**config.mk**
```make
export PLATFORM = sky130hd
export DESIGN_NAME = regfile_hazard_ctrl
export DESIGN_NICKNAME = d
export VERILOG_FILES = /design/src/rtl/regfile_hazard_ctrl.sv
export SDC_FILE = /design/constraint.sdc
export NUM_CORES = 1
export LEC_CHECK = 0
export CORE_MARGIN = 4
export CORE_UTILIZATION = 41
export DETAILED_ROUTE_END_ITERATION = 10
export HOLD_SLACK_MARGIN = 0.15
export PLACE_DENSITY = 0.87
export REMOVE_ABC_BUFFERS = 1
export SYNTH_ARGS = -nofsm -noshare
export SYNTH_HDL_FRONTEND = slang
export SYNTH_SLANG_ARGS = --single-unit
```
**constraint.sdc**
```tcl
create_clock -name clock_i -period 2.5 [get_ports clock_i]
set_input_delay 0.375 -clock clock_i [delete_from_list [all_inputs] [get_ports clock_i]]
set_output_delay 0.375 -clock clock_i [all_outputs]
set_load 0.01 [all_outputs]
```
**src/rtl/regfile_hazard_ctrl.sv**
```systemverilog
// Hazard scoreboard and writeback arbiter in front of the register file.
// It stalls decode on RAW/WAW hazards and shares one write port between the ALU and the LSU.
module regfile_hazard_ctrl #(
  parameter int XLEN = 32,
  parameter int NREG = 32
) (
  input  logic            clock_i,
  input  logic            nreset_i,
  input  logic            issue_valid_i,
  input  logic [4:0]      issue_rs0_i,
  input  logic [4:0]      issue_rs1_i,
  input  logic [4:0]      issue_rd_i,
  input  logic            issue_rd_we_i,
  output logic            issue_ready_o,
  output logic            du_stall_o,
  output logic            du_r_enable_o,
  input  logic            alu_wb_valid_i,
  input  logic [4:0]      alu_wb_rd_i,
  input  logic [XLEN-1:0] alu_wb_data_i,
  output logic            alu_wb_ready_o,
  input  logic            lsu_wb_valid_i,
  input  logic [4:0]      lsu_wb_rd_i,
  input  logic [XLEN-1:0] lsu_wb_data_i,
  output logic            lsu_wb_ready_o,
  output logic            wbu_w_enable_o,
  output logic [4:0]      rdt_addr_o,
  output logic [XLEN-1:0] wbu_wdata_o,
  output logic [NREG-1:0] busy_o,
  output logic            wb_err_o
);

  typedef enum logic {RR_ALU = 1'b0, RR_LSU = 1'b1} rr_e;

  rr_e             rr_q, rr_d;
  logic [NREG-1:0] busy_q, busy_d;
  logic            wen_q, wen_d;
  logic [4:0]      waddr_q, waddr_d;
  logic [XLEN-1:0] wdata_q, wdata_d;

  logic            ready;
  logic            alu_gnt, lsu_gnt;
  logic [4:0]      gnt_rd;
  logic [XLEN-1:0] gnt_data;

  always_comb begin
    ready = ~busy_q[issue_rs0_i] & ~busy_q[issue_rs1_i] &
            ~(issue_rd_we_i & busy_q[issue_rd_i]);

    alu_gnt = alu_wb_valid_i & (~lsu_wb_valid_i | (rr_q == RR_ALU));
    lsu_gnt = lsu_wb_valid_i & (~alu_wb_valid_i | (rr_q == RR_LSU));

    rr_d = rr_q;
    if (alu_wb_valid_i && lsu_wb_valid_i)
      rr_d = (rr_q == RR_ALU) ? RR_LSU : RR_ALU;

    gnt_rd   = lsu_gnt ? lsu_wb_rd_i   : alu_wb_rd_i;
    gnt_data = lsu_gnt ? lsu_wb_data_i : alu_wb_data_i;

    // A granted write to x0 is consumed without reaching the register file.
    wen_d   = (alu_gnt | lsu_gnt) & (gnt_rd != 5'd0);
    waddr_d = wen_d ? gnt_rd   : waddr_q;
    wdata_d = wen_d ? gnt_data : wdata_q;

    // Clear on commit first so a same-edge set of the same register wins.
    busy_d = busy_q;
    if (wen_q)
      busy_d[waddr_q] = 1'b0;
    if (issue_valid_i && ready && issue_rd_we_i && (issue_rd_i != 5'd0))
      busy_d[issue_rd_i] = 1'b1;
    busy_d[0] = 1'b0;
  end

  always_ff @(posedge clock_i or negedge nreset_i) begin
    if (!nreset_i) begin
      rr_q    <= RR_ALU;
      busy_q  <= '0;
      wen_q   <= 1'b0;
      waddr_q <= '0;
      wdata_q <= '0;
    end else begin
      rr_q    <= rr_d;
      busy_q  <= busy_d;
      wen_q   <= wen_d;
      waddr_q <= waddr_d;
      wdata_q <= wdata_d;
    end
  end

  assign issue_ready_o  = ready;
  assign du_stall_o     = issue_valid_i & ~ready;
  assign du_r_enable_o  = issue_valid_i & ready;
  assign alu_wb_ready_o = alu_gnt;
  assign lsu_wb_ready_o = lsu_gnt;
  assign wbu_w_enable_o = wen_q;
  assign rdt_addr_o     = waddr_q;
  assign wbu_wdata_o    = wdata_q;
  assign busy_o         = busy_q;
  // Flags a commit to a register that had no outstanding write.
  assign wb_err_o       = wen_q & ~busy_q[waddr_q];

endmodule

```
==> impl_metrics.tcl <==
set metrics [dict create \
    outcome "finished with violations" \
    violations "setup timing" \
    htreeDepth 3 \
    cts_tree "yes" \
    avgSynthCellArea_sq_um 9.75 \
    viasPerCell 5.85 \
    reg2reg_slack_ps -20 \
    fin_area_sq_um 7340 \
    setup_viol 8 \
    fp.dieH_microns 113 \
    die_width_microns 113 \
    grt.overflow.total 0 \
    grt_max_degree 43 \
    holdBufCountCts 0 \
    rsz0062_at_grt "true" \
    cts_buffers 9 \
    wl_mm 17.7 \
    die_area_sq_um 12700 \
    cap_violations 0 \
    cp_top_family "multiplexers" \
    antenna_found_initial 0 \
    ios 171 \
    synthFlopType "dfrtp_1" \
    clkTransAtPathRegs_ps 70 \
    ant_nets 0 \
    critPathBufInv 3 \
    r2r_end "busy_o[3]" \
    leakage_nw 3.08 \
    clockBufferDepth 2 \
    cts_num_sinks 70 \
    synthCells 462 \
    timing.final.ws_setup_ps -220 \
    clockRootBuffer "clkbuf_8" \
    synth_enable_flop_cells 0 \
    cp-start-kind "flip-flop" \
    peakVddDrop_v 0.000663 \
    synth-seq-cells 70 \
    place_area_sq_um 6900 \
    holdCritPathClass "in2async" \
    syn_to_final_growth_pct 63.1 \
    gp_congestion 0.945 \
    io_buffers 169 \
    yosysWarnings 0 \
    synthArstFlopShare_pct 100 \
    clock_latency_ps 350 \
    track_usage_pct 26.7 \
    endpoint_kind "output port" \
    drv_slew 0 \
    syn_area_sq_um 4500 \
    slowest_delay_ps 440 \
    drtPass1Iterations 5 \
    hold_ws_ps 159 \
    core_sq_um 10800 \
    drt_iter0_drc 367 \
    synth_cell_types 50 \
    diodes 0 \
    slew_headroom_pct 38.5 \
    r2r_start "busy_o[18]" \
    min_period_ps 2720 \
    crit_chain "buf_4, buf_4, mux4_2, mux2i_1, and3_4, o41ai_4, o21a_1, buf_2" \
    powerDensity_nw_per_um2 936 \
    critPathMostFrequentCell "buf_4" \
    drive_gt1_share_pct 28.6 \
    finalHoldViolCount 0 \
    grt_pass1_vias 5060 \
    nets 795 \
    start_util_pct 41.7 \
    wl_per_cell_microns 20.9 \
    dp_hpwl_mm 13.4 \
    crit_arrival_ps 2350 \
    rows 38 \
    drc 0 \
    n_fill_cell 778 \
    max_freq_mhz 368 \
    grt_pass1_wl_mm 26.8 \
    tightest_slew_ps 923 \
    num_vias 4934 \
    ys_seq_area_share_pct 38.9 \
    cp.required_ps 2120 \
    cp_max_fo 4 \
    criticalPathCategory "reg2out" \
    post-route-period-util_pct 109 \
    rr_worst_depth 8 \
    clock_skew_ps 9.87 \
    crit_path_top_delay_cell "mux4_2" \
]
cells in the mapped netlist (2+ instances only):
cell type / n / share of area [%]
a211oi_1: 2 / 0.33
a21oi_1: 5 / 0.56
a311oi_1: 2 / 0.39
a31oi_1: 36 / 5.0
buf_1: 3 / 0.25
buf_2: 6 / 0.67
buf_6: 5 / 1.2
clkbuf_1: 26 / 2.2
dfrtp_1: 70 / 39
inv_1: 5 / 0.42
mux2_2: 3 / 0.75
mux2i_1: 26 / 5.8
mux4_1: 3 / 1.8
mux4_2: 16 / 8.0
nand2_1: 82 / 6.8
nand2b_1: 3 / 0.42
nand3_1: 6 / 0.67
nand3b_1: 11 / 1.8
nor2_1: 43 / 3.6
nor3_1: 3 / 0.33
nor3b_2: 2 / 0.56
nor4_1: 2 / 0.28
o211ai_1: 2 / 0.33
o21ai_0: 31 / 3.4
o22ai_1: 10 / 1.4
o31ai_1: 5 / 0.83
o41ai_1: 8 / 1.6
o41ai_2: 18 / 6.5
or2_2: 6 / 0.83
or3b_2: 2 / 0.39
sequential cells by signal, summed over array words and instances, names as in the netlist:
name,cells
rdt_addr_o,5
rr_q,1
busy_o,31
wbu_wdata_o,32
wbu_w_enable_o,1
final cells by class:
type	count	area (sq um)	area share (%)
multi-input combinational	345	2650	36.1
timing repair buffer	268	2510	34.2
sequential	70	1760	24.0
tap	140	175	2.39
clock buffer	11	151	2.06
clock inverter	4	70.1	0.954
inverter	6	22.5	0.307
cell families after synthesis:
kind of cell	after synthesis	synth area share, %
flip-flops	70	38.9
other	1	0.0833
AND/OR/NAND/NOR	169	17.4
XOR/XNOR	1	0.194
buffers and inverters	47	5.00
multiplexers	49	16.5
AO/OA/AOI/OAI	125	21.9
how the worst max path moves through the flow:
stage / slack [ps] / end / startpoint / depth (start not counted)
floorplan: -4050 / wbu_w_enable_o / alu_wb_valid_i / 4
global placement: -850 / du_r_enable_o / issue_rs0_i[0] / 7
detailed placement: -900 / du_r_enable_o / issue_rs0_i[0] / 7
CTS: -160 / du_r_enable_o / busy_o[14] / 7
global route: -310 / du_r_enable_o / busy_o[18] / 8
finish: -220 / du_stall_o / busy_o[18] / 8
routing by layer:
layer | global-route usage [%] | vias up | part of all wire [%]
li1 | - | 2201 | -
met1 | 32.9 | 2383 | 38
met2 | 45.8 | 313 | 49
met3 | 7.75 | 37 | 11
met4 | 7.45 | 0 | 2.2
met5 | 0 | - | 0
where the power goes:
part	leakage [nW]	internal [mW]	switching, mW
logic	2.14	2.19	1.74
registers	0.828	1.50	0.402
clock network	0.115	0.607	0.431
total	3.08	4.30	2.57
what timing repair did:
action                     in CTS  in global routing
cloned                          1                  1
buffers inserted                6                  4
pin swaps                       8                  4
resized for setup              46                 20
setup endpoints to repair      35                 12
cell usage in the layout (no fill, tap or decap), drive strengths merged, types with 8 or more instances in the layout:
cell type and count:
o21ai 32, clkdlybuf4s50 154, dlygate4sd2 8, buf 102
nand2 82, o22ai 10, a31oi 36, mux2i 26
nand3b 11, nor2 43, clkbuf 13, mux4 19
dfrtp 70, o41ai 27
metrics by stage:
stage                     worst slack [ps]  util, %  std cells  total power [mW]  TNS [ps]
after CTS                             -158     66.8        840              6.67      -449
after global placement                -851     64.0        819              5.47    -17560
after floorplan                      -4050        -        421              3.32   -160770
final                                 -220     68.1        844              6.87      -607
after global routing                  -311     68.1        844              7.18     -2490
after detailed placement              -902     64.0        819              5.54    -19390
(Power assumes the default switching activity.)
